==> src/rtl/lsu_pkg.sv <==
// Shared definitions for the load/store unit: RV32 funct3 encodings, FSM states
// and the funct3 legality helper.
package lsu_pkg;

   localparam logic [2:0] F3_B  = 3'b000;
   localparam logic [2:0] F3_H  = 3'b001;
   localparam logic [2:0] F3_W  = 3'b010;
   localparam logic [2:0] F3_BU = 3'b100;
   localparam logic [2:0] F3_HU = 3'b101;

   typedef enum logic [2:0] {
      StIdle  = 3'd0,
      StLoad  = 3'd1,
      StWrite = 3'd2,
      StRmwRd = 3'd3,
      StRmwWr = 3'd4,
      StResp  = 3'd5
   } lsu_state_e;

   // Stores only accept B/H/W; loads additionally accept BU/HU.
   function automatic logic funct3_legal(input logic we, input logic [2:0] f3);
      logic ok;
      ok = 1'b0;
      case (f3)
         F3_B, F3_H, F3_W: ok = 1'b1;
         F3_BU, F3_HU:     ok = ~we;
         default:          ok = 1'b0;
      endcase
      return ok;
   endfunction

endpackage

==> src/rtl/lsu_align.sv <==
// Combinational data path of the load/store unit: little-endian load extract with
// sign/zero extension, and sub-word store merge into a previously read word.
module lsu_align
   import lsu_pkg::*;
(
   input  logic [2:0]  funct3,
   input  logic [31:0] rdata,
   input  logic [31:0] merge,
   input  logic [31:0] wdata,
   output logic [31:0] load_data,
   output logic [31:0] store_data
);

   always_comb begin
      load_data = rdata;
      case (funct3)
         F3_B:    load_data = {{24{rdata[7]}}, rdata[7:0]};
         F3_BU:   load_data = {24'd0, rdata[7:0]};
         F3_H:    load_data = {{16{rdata[15]}}, rdata[15:0]};
         F3_HU:   load_data = {16'd0, rdata[15:0]};
         default: load_data = rdata;
      endcase
   end

   always_comb begin
      store_data = wdata;
      case (funct3)
         F3_B:    store_data = {merge[31:8], wdata[7:0]};
         F3_H:    store_data = {merge[31:16], wdata[15:0]};
         default: store_data = wdata;
      endcase
   end

endmodule

==> src/rtl/lsu_mem_ctrl.sv <==
// Load/store unit in front of a byte-addressed, 4-byte-wide-write data memory.
// Optional macro LSU_MISALIGN_TRAP_EN turns misaligned H/HU/SH and W/SW into faults.
module lsu_mem_ctrl
   import lsu_pkg::*;
#(
   parameter int unsigned MEM_BYTES = 32,
   parameter int unsigned ADDR_W    = 32
) (
   input  logic              clk,
   input  logic              rst_n,
   input  logic              req_valid,
   output logic              req_ready,
   input  logic              req_we,
   input  logic [2:0]        req_funct3,
   input  logic [ADDR_W-1:0] req_addr,
   input  logic [31:0]       req_wdata,
   output logic              resp_valid,
   output logic [31:0]       resp_rdata,
   output logic              resp_fault,
   output logic              mem_wen,
   output logic [ADDR_W-1:0] mem_addr,
   output logic [31:0]       mem_wdata,
   input  logic [31:0]       mem_rdata
);

   // Every access touches addr..addr+3, so the last legal address is MEM_BYTES-4.
   localparam logic [ADDR_W-1:0] MAX_ADDR = ADDR_W'(MEM_BYTES - 4);

   lsu_state_e        state_q, state_d;
   logic              we_q;
   logic [2:0]        funct3_q;
   logic [ADDR_W-1:0] addr_q;
   logic [31:0]       wdata_q;
   logic [31:0]       merge_q;
   logic [31:0]       resp_rdata_q;
   logic              resp_fault_q;

   logic              accept;
   logic              misalign;
   logic              req_fault;
   logic              wen_raw;
   logic [31:0]       load_data;
   logic [31:0]       store_data;

`ifdef LSU_MISALIGN_TRAP_EN
   always_comb begin
      misalign = 1'b0;
      case (req_funct3)
         F3_H, F3_HU: misalign = req_addr[0];
         F3_W:        misalign = |req_addr[1:0];
         default:     misalign = 1'b0;
      endcase
   end
`else
   assign misalign = 1'b0;
`endif

   assign accept    = req_valid && (state_q == StIdle);
   assign req_fault = (req_addr > MAX_ADDR) || !funct3_legal(req_we, req_funct3) || misalign;

   always_comb begin
      state_d = state_q;
      wen_raw = 1'b0;
      unique case (state_q)
         StIdle: begin
            if (req_valid) begin
               if (req_fault)             state_d = StResp;
               else if (!req_we)          state_d = StLoad;
               else if (req_funct3 == F3_W) state_d = StWrite;
               else                       state_d = StRmwRd;
            end
         end
         StLoad:  state_d = StResp;
         StWrite: begin
            wen_raw = 1'b1;
            state_d = StResp;
         end
         StRmwRd: state_d = StRmwWr;
         StRmwWr: begin
            wen_raw = 1'b1;
            state_d = StResp;
         end
         StResp:  state_d = StIdle;
         default: state_d = StIdle;
      endcase
   end

   always_ff @(posedge clk) begin
      if (!rst_n) begin
         state_q      <= StIdle;
         we_q         <= 1'b0;
         funct3_q     <= 3'd0;
         addr_q       <= '0;
         wdata_q      <= '0;
         merge_q      <= '0;
         resp_rdata_q <= '0;
         resp_fault_q <= 1'b0;
      end else begin
         state_q <= state_d;
         if (accept) begin
            we_q         <= req_we;
            funct3_q     <= req_funct3;
            addr_q       <= req_addr;
            wdata_q      <= req_wdata;
            resp_rdata_q <= '0;
            resp_fault_q <= req_fault;
         end
         if (state_q == StLoad && !we_q) resp_rdata_q <= load_data;
         if (state_q == StRmwRd)         merge_q      <= mem_rdata;
      end
   end

   lsu_align u_align (
      .funct3     (funct3_q),
      .rdata      (mem_rdata),
      .merge      (merge_q),
      .wdata      (wdata_q),
      .load_data  (load_data),
      .store_data (store_data)
   );

   assign req_ready  = (state_q == StIdle);
   assign resp_valid = (state_q == StResp);
   assign resp_rdata = resp_rdata_q;
   assign resp_fault = resp_fault_q;
   // Gating with rst_n keeps a reset that lands mid-RMW from committing a write.
   assign mem_wen    = wen_raw & rst_n;
   assign mem_addr   = addr_q;
   assign mem_wdata  = store_data;

endmodule

==> config.mk <==
export PLATFORM = sky130hd
export DESIGN_NAME = lsu_mem_ctrl
export DESIGN_NICKNAME = d
export VERILOG_FILES = /design/src/rtl/lsu_pkg.sv /design/src/rtl/lsu_align.sv /design/src/rtl/lsu_mem_ctrl.sv
export SDC_FILE = /design/constraint.sdc
export NUM_CORES = 1
export LEC_CHECK = 0
export BUFFER_PORTS_ARGS = -buffer_cell sky130_fd_sc_hd__buf_2
export CAP_MARGIN = 20
export CORE_MARGIN = 3
export CORE_UTILIZATION = 30
export CTS_BUF_LIST = sky130_fd_sc_hd__clkbuf_8
export DETAILED_ROUTE_END_ITERATION = 7
export GPL_ROUTABILITY_DRIVEN = 0
export PLACE_DENSITY_LB_ADDON = 0.05
export SLEW_MARGIN = 20
export SYNTH_ARGS = -nofsm -noshare
export SYNTH_HDL_FRONTEND = slang
export SYNTH_SLANG_ARGS = --single-unit
==> constraint.sdc <==
create_clock -name clk -period 1.6 [get_ports clk]
set_clock_uncertainty 0.05 [all_clocks]
set_input_delay 0 -clock clk [delete_from_list [all_inputs] [get_ports clk]]
set_output_delay 0 -clock clk [all_outputs]
set_load 0.02 [all_outputs]
# Yosys cells after proc, flatten, opt, wreduce, memory -nomap -nowiden
# Cells that the tools add are included.
[word_totals]
register_bits = 136
inputBits = 103
[classes]
n_reduce_logical = 13
n_lt_le_gt_ge = 1
mux = 11
n_eq_ne = 13
bitwise_logic = 2
[op_table]
columns = ["op", "count"]
rows = [
  ["case mux 32 bit (4 select lines)", 1],
  ["2-to-1 mux 32 bit", 2],
  ["case mux 32 bit (2 select lines)", 1],
  ["> comparator 32 x 5 -> 1 bit (second input constant)", 1],
  ["== test 3 bit (second input constant)", 6],
  ["== test 3 x 1 -> 1 bit (second input constant)", 3],
  ["== test 3 x 2 -> 1 bit (second input constant)", 3],
  ["logical NOT 3 bit", 3],
  ["case mux 3 bit (3 select lines)", 1],
  ["2-to-1 mux 3 bit", 2],
  ["OR reduction 3 bit", 2],
  ["OR reduction 2 bit", 2],
  ["logical AND 1 bit", 2],
  ["logical NOT 1 bit", 2],
  ["2-to-1 mux 1 bit", 2],
  ["2-to-1 mux 2 bit", 1],
  ["!= test 2 bit (second input constant)", 1],
  ["case mux 1 bit (2 select lines)", 1],
  ["nonzero test 2 bit", 1],
  ["bitwise AND 1 bit", 1],
  ["logical OR 1 bit", 1],
  ["NOT 1 bit", 1],
]

# Logic depth before layout (Yosys ltp)
[depth]
word_depth = 8
mapped_depth = 7
depth_no_buf = 4

# Hierarchy
# Synthesis repeated with hierarchy kept, for this count alone.
[unflattened]
hier_cells = 710
area_unflattened_um2 = 5635.4
[by_module_without_submodules]
columns = ["mod", "area_per_inst_um2", "n_inst", "cells_per_inst", "seq_area_each_um2"]
rows = [
  ["lsu_mem_ctrl", 4864.7, 1, 617, 2722.6],
  ["lsu_align", 770.7, 1, 93, 0.0],
]

# Worst setup path before layout
# No wires, ideal clock.
[synth_path]
path_kind = "register to register"
start = "register state_q[2]"
end = "register funct3_q[1]"
path_buffers = 3
t_arrival_ns = 1.366
stages_incl_launch_ff = 8
setup_slack_ns = 0.067
setup_ns = 0.116
required_time_ns = 1.434
path_cell_list = "dfxtp_1 -> buf_6 -> nor3_4 -> nand2_1 -> buf_2 -> buf_2 -> nand2_1 -> a21boi_1"
[synth_between]
elab_chain_cells = 2
[synth_lines]
columns = ["item", "line_no", "rtl"]
rows = [
  ["start, declared", "lsu_mem_ctrl.sv:29", "lsu_state_e state_q, state_d;"],
  ["start signal, assigned", "lsu_mem_ctrl.sv:90", "state_q <= StIdle;"],
  ["start signal, assigned", "lsu_mem_ctrl.sv:99", "state_q <= state_d;"],
  ["logical NOT 3 bit", "--", ""],
  ["named net req_ready", "lsu_mem_ctrl.sv:12", "output logic req_ready,"],
  ["logical AND 1 bit", "lsu_mem_ctrl.sv:58", "assign accept = req_valid && (state_q == StIdle);"],
  ["end signal, assigned", "lsu_mem_ctrl.sv:102", "funct3_q <= req_funct3;"],
  ["end, declared", "lsu_mem_ctrl.sv:31", "logic [2:0] funct3_q;"],
]
# The timed path passes the listed nets, and every way through them passes these cells.
# A chain may end at the register's enable or synchronous reset.

# Final worst setup path
[layout_path]
start = "register funct3_q[2]"
end = "output port mem_wdata[15]"
[layout_between]
elab_chain_cells = 2
word_cells_on_any_way = 3
cone_classes = "eq/ne (1); mux (1); reduce/logical (1)"
[layout_lines]
columns = ["item", "line_no", "rtl"]
rows = [
  ["== test 3 x 1 -> 1 bit or logical NOT 3 bit (tied branches)", "lsu_align.sv:27", "case (funct3)"],
  ["case mux 32 bit (2 select lines) *", "lsu_align.sv:27", ""],
  ["end, declared", "lsu_mem_ctrl.sv:22", "output logic [31:0] mem_wdata,"],
]
# Mark *: on every way between the ends. The rest lies on a longest branch, timed or not.

==> reports/results.txt <==
synthesized cell area - 5460 um2
sequential area share after synthesis - 46.9%
setup violators final - 24
Vias/cell - 4.58
Site Rows - 48
Hold Crit Depth - 4
crit path time final - 1.70 ns
IO Port Bufs - 202
Core Region - 17,500 um2
Final Hold Fails - 0
Avg Cell Area, Syn - 8.89 um2
status - complete, but fails checks
clock-pin slew on the worst setup and hold paths - 0.07 ns
Reg2Reg Depth - 6
I/O pin cnt - 203
final slew viol count - 0
chip height - 141 um
final worst-path cycle share - 106%
leakage - 3.68 nW
crit end category - output pin
TritonCTS clock tree - yes
Syn Nets - 717
Area Growth Syn to Fin - 55.7%
gr usage total - 17.4%
class of the worst hold path - input pin to flip-flop
RSZ-0062 raised after global routing - true
layout net count - 1,012
CTS root buf - clkbuf_8
Setup TNS - -1.68 ns
largest net degree at the start of global routing - 61
Yosys top cell area share - 46.9%
Worst-Margin Slew - 0.510 ns
FF+latch area - 2580 um2
Routed wire per std cell - 15.1 um
failing checks - setup timing
post-synth top area cell - dfxtp_1
library cells used by synthesis - 41
Peak supply drop - 0.471 mV
Max Cap Violations - 0
filler cell count - 1,669
wirelength, routed - 17.3 mm
synth top area cells - dfxtp_1 47%, nand2_1 13%, a21boi_1 8.1%, mux2_2 4.9%, a21boi_0 4.5%
worst skew pair latency - 0.42 ns
Slew headroom - 66.0%
Initial Utilization - 31.1%
type of origin of the critical path - flip-flop
CTS Buf Count - 17
clock tree buffer depth - 2
gate count of the mapped netlist - 614
vias - 5,256
Die Area - 19,900 um2
global-route wire length before repair - 27.9 mm
vias in the first global route - 5,578
PwrDens - 976 nW/um2
H-Tree Depth - 4
Fmax - 0.589 GHz
synthesized flop and latch total - 128
grt ovf - 0
Total Power - 0.00830 W
post-detailed-placement half-perimeter wirelength - 11.8 mm
WS Path Type - flip-flop to output pin
chip width - 141 um
DRT Pass-1 Iters - 7
post-route ant nets - 0
area occupied by multi-input gates - 2670 um2
Critical Path RT - 1.55 ns
CTS Sinks - 128
First DRT Iteration DRCs - 177
Warnings, synthesis - 0
fin worst setup slack - -0.0978 ns
Min Hold Slack - 0.300 ns
layout cells sized above 1 - 33.9%
initial antenna violation count - 1
Max FO, Critical Path - 7
DRC - 0
WP data arrival - 1.65 ns
==> stage by stage <==
step / cells / setup WS (ns) / util [%] / cell area [um2]
floorplan: 614 / 0.0674 / - / 5460
global placement: 1009 / 0.0644 / 38.1 / 6680
detailed placement: 1009 / -0.00409 / 38.1 / 6680
CTS: 1145 / -0.157 / 47.2 / 8280
global route: 1148 / -0.189 / 48.5 / 8500
finish: 1148 / -0.0978 / 48.5 / 8500
==> cell usage after synthesis (all sizes together) <==
cell type,number
nand2,189
dfxtp,128
a21boi,92
buf,35
mux2,24
clkbuf,20
a21oi,17
nor2b,17
a22o,16
nand2b,16
o21ai,12
a22oi,8
nor2,8
nor4,7
a31oi,3
and2,3
and3,2
nand3,2
nor3,2
or4b,2
and2b,1
and4,1
mux2i,1
nand4,1
nor3b,1
o2111ai,1
o211a,1
o21bai,1
or2,1
or4,1
xnor2,1
==> logic make-up (layout without fill, tap and decap cells) <==
logic type	Yosys count	after routing	synth area share [%]
buffers and inverters	55	363	6.26
AOI/OAI and AO/OA	151	151	20.7
DFF	128	128	46.9
other	0	1	0
and+or+nand+nor	254	254	20.8
xor gates and xnor gates	1	1	0.160
muxes	25	25	5.13
==> layout by cell type (no fill, tap or decap), types with 16 or more instances in the layout <==
master         Yosys  layout
dfxtp_1          128     122
a22o_1            16      16
nand2b_1          16      16
nand2_1          189     188
a21boi_1          59      59
dlygate4sd3_1      0     102
buf_4             15      18
clkbuf_8           0      20
buf_2             12     177
nor2b_1           17      17
a21boi_0          33      33
mux2_4             0      24
buf_6              7      26
==> flip-flops by register name, summed over array words and instances, names as in the netlist <==
| name | flops |
|---|---|
| funct3_q | 3 |
| mem_addr | 32 |
| merge_q | 24 |
| resp_fault | 1 |
| resp_rdata | 32 |
| state_q | 3 |
| wdata_q | 32 |
| we_q | 1 |
==> timing repair <==
item / CTS / global route
hold buffers: 102 / 0
setup buffers: 2 / 1
resized for setup: 32 / 59
setup endpoints to repair: 26 / 102
gates cloned: 0 / 1
pin swaps: 1 / 2
hold endpoints to repair: 128 / 0
==> cell type report <==
| class | count | share of cell area [%] |
|---|---|---|
| diodes | 1 | 0.0294 |
| clock buffers | 20 | 3.24 |
| clock inverters | 12 | 2.22 |
| multi-input cells | 431 | 31.5 |
| flip-flops and latches | 128 | 30.3 |
| well taps | 225 | 3.31 |
| repair buffers | 331 | 29.4 |
==> critical path, stage by stage (launching register included) <==
cell and delay (ns):
dfxtp_4 0.37, nor3_4 0.21, buf_6 0.19, mux2_4 0.32, buf_6 0.13
==> power breakdown <==
group          internal, W  switching, W  leakage (nW)
Sequential         0.00337      0.000117          1.05
Combinational     0.000770      0.000823          2.40
Clock              0.00196       0.00126         0.241
Total              0.00610       0.00220          3.68
==> metal layers <==
metal	vias to the layer above	GRT usage, %	wire (um)
met5	-	0	0
li1	2643	-	-
met4	0	5.71	199
met2	168	29.0	8320
met1	2427	21.5	7700
met3	18	5.22	1080
==> worst paths after layout <==
check | slack [ns] | from | endpoint
setup / recovery | -0.1 | funct3_q[2] | mem_wdata[15]
hold / removal | 0.30 | req_addr[13] | mem_addr[13]
setup reg to reg | 0.02 | funct3_q[2] | resp_rdata[15]
hold reg to reg | 0.40 | mem_addr[15] | mem_addr[15]
Note: power is estimated with default switching activity, not from simulation.
